==> src/rtl/cla_pkg.sv <==
// Shared defaults, id width and scheduler FSM encoding for the carry-lookahead
// adder scheduler and its arbiter.
package cla_pkg;

  localparam int W_DEF     = 128;
  localparam int N_REQ_DEF = 4;
  localparam int LAT_DEF   = 4;
  localparam int ID_W      = $clog2(N_REQ_DEF);

  typedef enum logic [1:0] {
    ST_IDLE  = 2'd0,
    ST_RUN   = 2'd1,
    ST_DRAIN = 2'd2
  } state_t;

endpackage

==> src/rtl/cla_rr_arbiter.sv <==
// Combinational round-robin arbiter: rotate requests so ptr sits at bit 0,
// isolate the lowest set bit, then rotate the grant back.
module cla_rr_arbiter
  import cla_pkg::*;
#(
  parameter int N_REQ = N_REQ_DEF,
  parameter int IDW   = $clog2(N_REQ)
) (
  input  logic [N_REQ-1:0] req,
  input  logic [IDW-1:0]   ptr,
  output logic [N_REQ-1:0] grant
);

  logic [N_REQ-1:0] req_rot;
  logic [N_REQ-1:0] gnt_rot;

  // N_REQ is a power of two, so IDW-bit index arithmetic wraps modulo N_REQ.
  for (genvar gi = 0; gi < N_REQ; gi++) begin : g_rot
    logic [IDW-1:0] src_idx;
    logic [IDW-1:0] dst_idx;
    assign src_idx     = IDW'(gi) + ptr;
    assign dst_idx     = IDW'(gi) - ptr;
    assign req_rot[gi] = req[src_idx];
    assign grant[gi]   = gnt_rot[dst_idx];
  end

  assign gnt_rot = req_rot & (~req_rot + N_REQ'(1));

endmodule

==> src/rtl/cla_sched.sv <==
// Round-robin scheduler feeding a shared pipelined adder; a valid+id tag pipe
// follows each operation so its result is routed back to the right requester.
module cla_sched
  import cla_pkg::*;
#(
  parameter int W     = W_DEF,
  parameter int N_REQ = N_REQ_DEF,
  parameter int LAT   = LAT_DEF
) (
  input  logic               clk,
  input  logic               rst,
  input  logic               en,
  input  logic [N_REQ-1:0]   req_valid,
  output logic [N_REQ-1:0]   req_ready,
  input  logic [N_REQ*W-1:0] req_a,
  input  logic [N_REQ*W-1:0] req_b,
  input  logic [N_REQ-1:0]   req_cin,
  output logic               add_valid,
  output logic [W-1:0]       add_a,
  output logic [W-1:0]       add_b,
  output logic               add_cin,
  input  logic [W-1:0]       add_sum,
  input  logic               add_cout,
  output logic [N_REQ-1:0]   rsp_valid,
  output logic [W-1:0]       rsp_sum,
  output logic               rsp_cout,
  output logic               busy
);

  localparam int IDW   = $clog2(N_REQ);
  localparam int CNT_W = $clog2(LAT + 3);

  state_t           state_reg;
  state_t           state_next;
  logic [IDW-1:0]   ptr_reg;
  logic [N_REQ-1:0] grant;
  logic             grant_en;
  logic             accept;
  logic             resp;
  logic [IDW-1:0]   grant_id;
  logic [W-1:0]     sel_a;
  logic [W-1:0]     sel_b;
  logic             sel_cin;
  logic [LAT:0]     tag_vld_reg;
  logic [IDW-1:0]   tag_id_reg [LAT+1];
  logic [CNT_W-1:0] cnt_reg;
  logic [CNT_W-1:0] cnt_next;
  logic [N_REQ-1:0] rsp_valid_next;

  cla_rr_arbiter #(
    .N_REQ (N_REQ),
    .IDW   (IDW)
  ) u_arb (
    .req   (req_valid),
    .ptr   (ptr_reg),
    .grant (grant)
  );

  assign grant_en  = !rst && (state_reg == ST_RUN) && en;
  assign req_ready = grant_en ? grant : '0;
  assign accept    = |req_ready;
  assign resp      = |rsp_valid;
  assign busy      = (state_reg != ST_IDLE) || (cnt_reg != '0);

  // grant is one-hot, so the mux collapses to a single matching slice.
  always_comb begin
    grant_id = '0;
    sel_a    = '0;
    sel_b    = '0;
    sel_cin  = 1'b0;
    for (int i = 0; i < N_REQ; i++) begin
      if (grant[i]) begin
        grant_id = IDW'(i);
        sel_a    = req_a[i*W +: W];
        sel_b    = req_b[i*W +: W];
        sel_cin  = req_cin[i];
      end
    end
  end

  always_ff @(posedge clk or posedge rst) begin
    if (rst) begin
      ptr_reg   <= '0;
      add_valid <= 1'b0;
      add_a     <= '0;
      add_b     <= '0;
      add_cin   <= 1'b0;
    end else begin
      add_valid <= accept;
      if (accept) begin
        ptr_reg <= grant_id + 1'b1;
        add_a   <= sel_a;
        add_b   <= sel_b;
        add_cin <= sel_cin;
      end
    end
  end

  // Stage k of the tag pipe lines up with the adder in cycle accept+1+k.
  always_ff @(posedge clk or posedge rst) begin
    if (rst) begin
      tag_vld_reg <= '0;
    end else begin
      tag_vld_reg <= {tag_vld_reg[LAT-1:0], accept};
    end
  end

  always_ff @(posedge clk) begin
    tag_id_reg[0] <= grant_id;
    for (int k = 1; k <= LAT; k++) begin
      tag_id_reg[k] <= tag_id_reg[k-1];
    end
  end

  for (genvar gi = 0; gi < N_REQ; gi++) begin : g_rsp
    assign rsp_valid_next[gi] = tag_vld_reg[LAT] && (tag_id_reg[LAT] == IDW'(gi));
  end

  always_ff @(posedge clk or posedge rst) begin
    if (rst) begin
      rsp_valid <= '0;
      rsp_sum   <= '0;
      rsp_cout  <= 1'b0;
    end else begin
      rsp_valid <= rsp_valid_next;
      if (tag_vld_reg[LAT]) begin
        rsp_sum  <= add_sum;
        rsp_cout <= add_cout;
      end
    end
  end

  always_comb begin
    cnt_next = cnt_reg;
    if (accept && !resp) begin
      cnt_next = cnt_reg + 1'b1;
    end else if (!accept && resp) begin
      cnt_next = cnt_reg - 1'b1;
    end
  end

  always_ff @(posedge clk or posedge rst) begin
    if (rst) begin
      cnt_reg <= '0;
    end else begin
      cnt_reg <= cnt_next;
    end
  end

  always_comb begin
    state_next = state_reg;
    unique case (state_reg)
      ST_IDLE: begin
        if (en) state_next = ST_RUN;
      end
      ST_RUN: begin
        if (!en) state_next = (cnt_next == '0) ? ST_IDLE : ST_DRAIN;
      end
      ST_DRAIN: begin
        if (en) begin
          state_next = ST_RUN;
        end else if (tag_vld_reg == '0) begin
          state_next = ST_IDLE;
        end
      end
      default: state_next = ST_IDLE;
    endcase
  end

  always_ff @(posedge clk or posedge rst) begin
    if (rst) begin
      state_reg <= ST_IDLE;
    end else begin
      state_reg <= state_next;
    end
  end

endmodule

==> config.mk <==
export PLATFORM = sky130hd
export DESIGN_NAME = cla_sched
export DESIGN_NICKNAME = d
export VERILOG_FILES = /design/src/rtl/cla_pkg.sv /design/src/rtl/cla_rr_arbiter.sv /design/src/rtl/cla_sched.sv
export SDC_FILE = /design/constraint.sdc
export NUM_CORES = 1
export LEC_CHECK = 0
export ABC_AREA = 1
export ABC_CLOCK_PERIOD_IN_PS = 25400
export CORE_AREA = 2 2 616 618
export CTS_CLUSTER_SIZE = 28
export DETAILED_ROUTE_END_ITERATION = 6
export DIE_AREA = 0 0 618 620
export GPL_TIMING_DRIVEN = 0
export PLACE_DENSITY = 0.3
export SYNTH_ARGS = -nofsm -noshare
export SYNTH_HDL_FRONTEND = slang
export SYNTH_SLANG_ARGS = --single-unit
==> constraint.sdc <==
create_clock -name clk -period 25.4 [get_ports clk]
set_clock_uncertainty 0.2 [all_clocks]
set_input_delay 6.35 -clock clk [delete_from_list [all_inputs] [get_ports clk]]
set_output_delay 6.35 -clock clk [all_outputs]
set_load 0.005 [all_outputs]
==> results.sh <==
export IMPL_wl_um=336000
export IMPL_initial_core_util=0.0556
export IMPL_path_cells="clkdlybuf4s50_1 -> inv_8 -> buf_16 -> nand3_1 -> inv_1 -> nand3_1 -> inv_1 -> clkdlybuf4s50_1"
export IMPL_ctsRootBufferMaster="clkbuf_16"
export IMPL_numPortBuffers=1559
export IMPL_drc=0
export IMPL_clk_pin_slew_ns=0.05
export IMPL_syn_cell_area_um2=21000
export IMPL_wire_per_inst_um=34.8
export IMPL_syn_to_final_growth_pct=117
export IMPL_cts_tree="built"
export IMPL_grt_max_degree=93
export IMPL_top_regs="add_a: 128 flops, add_b: 128 flops, rsp_sum: 128 flops"
export IMPL_syn_nets=4055
export IMPL_powerDensity_nw_per_um2=145
export IMPL_fp_dieH_um=620
export IMPL_outcome="complete, no violations"
export IMPL_worstSetupEndpointType="output port"
export IMPL_grt_pass1_vias=29700
export IMPL_fin_nets=5696
export IMPL_syn_instance_count=2888
export IMPL_p_leak_nw=18.3
export IMPL_rsz0062_at_grt="no"
export IMPL_fin_hold_ws_ns=0.132
export IMPL_drv_cap=0
export IMPL_final_cell_count_no_fill=9655
export IMPL_setup_viol=0
export IMPL_h_tree_depth=3
export IMPL_vias=29800
export IMPL_drtIter0Drc=2164
export IMPL_max_stage_delay_ns=0.57
export IMPL_crit_type="in -> out"
export IMPL_final_cell_mix="1,559 x clkdlybuf4s50_1, 1,379 x nand2_1, 402 x dfrtp_1, 234 x nand3_1, 215 x a21oi_1"
export IMPL_vias_per_cell=3.08
export IMPL_cpMaxStageDelayCell="clkdlybuf4s50_1"
export IMPL_grt_total_usage=0.169
export IMPL_cp_data_required_time_ns=18.85
export IMPL_dp_cells=9469
export IMPL_routabilityCongestion=0.934
export IMPL_max_slew_worst_pin_slew_ns=1.34
export IMPL_period_share=0.629
export IMPL_holdBufCountCts=0
export IMPL_synth_seq_cells=412
export IMPL_seq_area_frac_synth=0.489
export IMPL_antenna_found_initial=351
export IMPL_synth_edf_count=0
export IMPL_period_minus_slack_ns=15.99
export IMPL_hpwl_um=301000
export IMPL_clockBufferDepth=4
export IMPL_die_w_um=618
export IMPL_max_freq_mhz=62.5
export IMPL_drv_slew=0
export IMPL_max_slew_margin=0.106
export IMPL_synth_ff_type="dfrtp_1"
export IMPL_grt_pass1_wl_um=402000
export IMPL_hp_class="reg -> reg"
export IMPL_layout_commonest_cell="clkdlybuf4s50_1"
export IMPL_cts_setup_buffers=0
export IMPL_fp_row_count=226
export IMPL_clk_latency_ns=0.78
export IMPL_drive_gt1_frac=0.0576
export IMPL_core_area_um2=377000
export IMPL_fillers=43700
export IMPL_start_kind="primary input"
export IMPL_first_pass_iters=5
export IMPL_die_area_um2=383000
export IMPL_critPathArrivalTime_ns=9.44
export IMPL_cts_sinks=412
export IMPL_cp_top_family="buffers and inverters"
export IMPL_synthArstFlopShare=0.976
export IMPL_finalHoldViolations=0
export IMPL_synth_cell_types=28
export IMPL_ir_drop_mv=0.0555
export IMPL_path_buf_inv=6
export IMPL_io_pin_count=1560
export IMPL_cts_inserted_buffers=73
export IMPL_ctsResizeCount=0
export IMPL_synth_warning_count=0
export IMPL_p_total_w=0.00661
export IMPL_antenna_left=0
export IMPL_crit_fanout=84
export IMPL_syn_area_per_cell_um2=7.27
export IMPL_grt_overflow_total=0
layout make-up:
type	count	area, um2	share of cell area
well taps	5016	6280	0.138
flip-flops and latches	412	10300	0.225
repair buffers	1566	15800	0.346
inverters	73	282	0.00618
clock buffers	109	2160	0.0475
clock inverters	18	204	0.00448
diodes	58	145	0.00319
plain buffers	199	927	0.0204
multi-input cells	2204	9540	0.209
Yosys cell counts (2+ instances only):
library cell  instances  area, um2
a221oi_1             46        403
buf_1                 9       33.8
o21ai_0             117        586
clkbuf_1             63        236
o21ai_1             187        936
buf_6                 2       22.5
nor3_1                5       25.0
nand3_1             234       1170
dfxtp_1              10        200
inv_2                 6       22.5
a21oi_1             215       1080
buf_4                 3       22.5
nor2_1                3       11.3
nand2_1            1379       5180
nor4_1                2       12.5
inv_1                67        251
buf_2               122        611
nand2_2               5       31.3
ha_1                  3       37.5
dfrtp_1             402      10100
path summary, 6_finish.rpt:
path                       depth (start not counted)               end              from  slack, ns
min in group asynchronous                          2       rsp_sum[74]               rst       5.92
max                                                8      req_ready[2]               rst       9.41
max in group asynchronous                          4         add_a[98]               rst      17.38
min                                                0  tag_id_reg[0][5]  tag_id_reg[0][3]       0.13
min reg2reg                                        0  tag_id_reg[0][5]  tag_id_reg[0][3]       0.13
max reg2reg                                       15        add_b[120]        ptr_reg[1]      20.78
cells by family (layout without fill, tap and decap cells):
kind of cell	after synthesis	count (layout)	synth area share
simple gates	1635	1635	0.309
fa+ha+maj	3	3	0.00179
flops	412	412	0.489
compound gates	565	565	0.143
xor+xnor	1	1	0.000417
buf+inv	272	1965	0.0572
other cells	0	58	0
where the power goes:
| part | internal (W) | switching (W) |
|---|---|---|
| sequential | 0.000994 | 0.000230 |
| combinational | 0.00138 | 0.00297 |
| clock | 0.000618 | 0.000419 |
| total | 0.00299 | 0.00362 |
stage by stage:
stage	setup slack, ns	utilization	instance area, um2	TNS [ns]
after floorplan	3.33	-	21000	0
after global routing	9.14	0.120	45400	0
final	9.41	0.121	45600	0
after CTS	9.38	0.120	45400	0
after global placement	-6.18	0.114	42900	-687.98
after detailed placement	9.41	0.114	43000	0
per-layer routing:
layer	GRT usage	vias to the layer above	routed length [um]
met4	0.0290	134	7560
met1	0.188	14500	128000
met3	0.0669	635	31100
met2	0.304	1693	168000
met5	0	-	910
li1	-	12800	-
(Power assumes the default switching activity.)
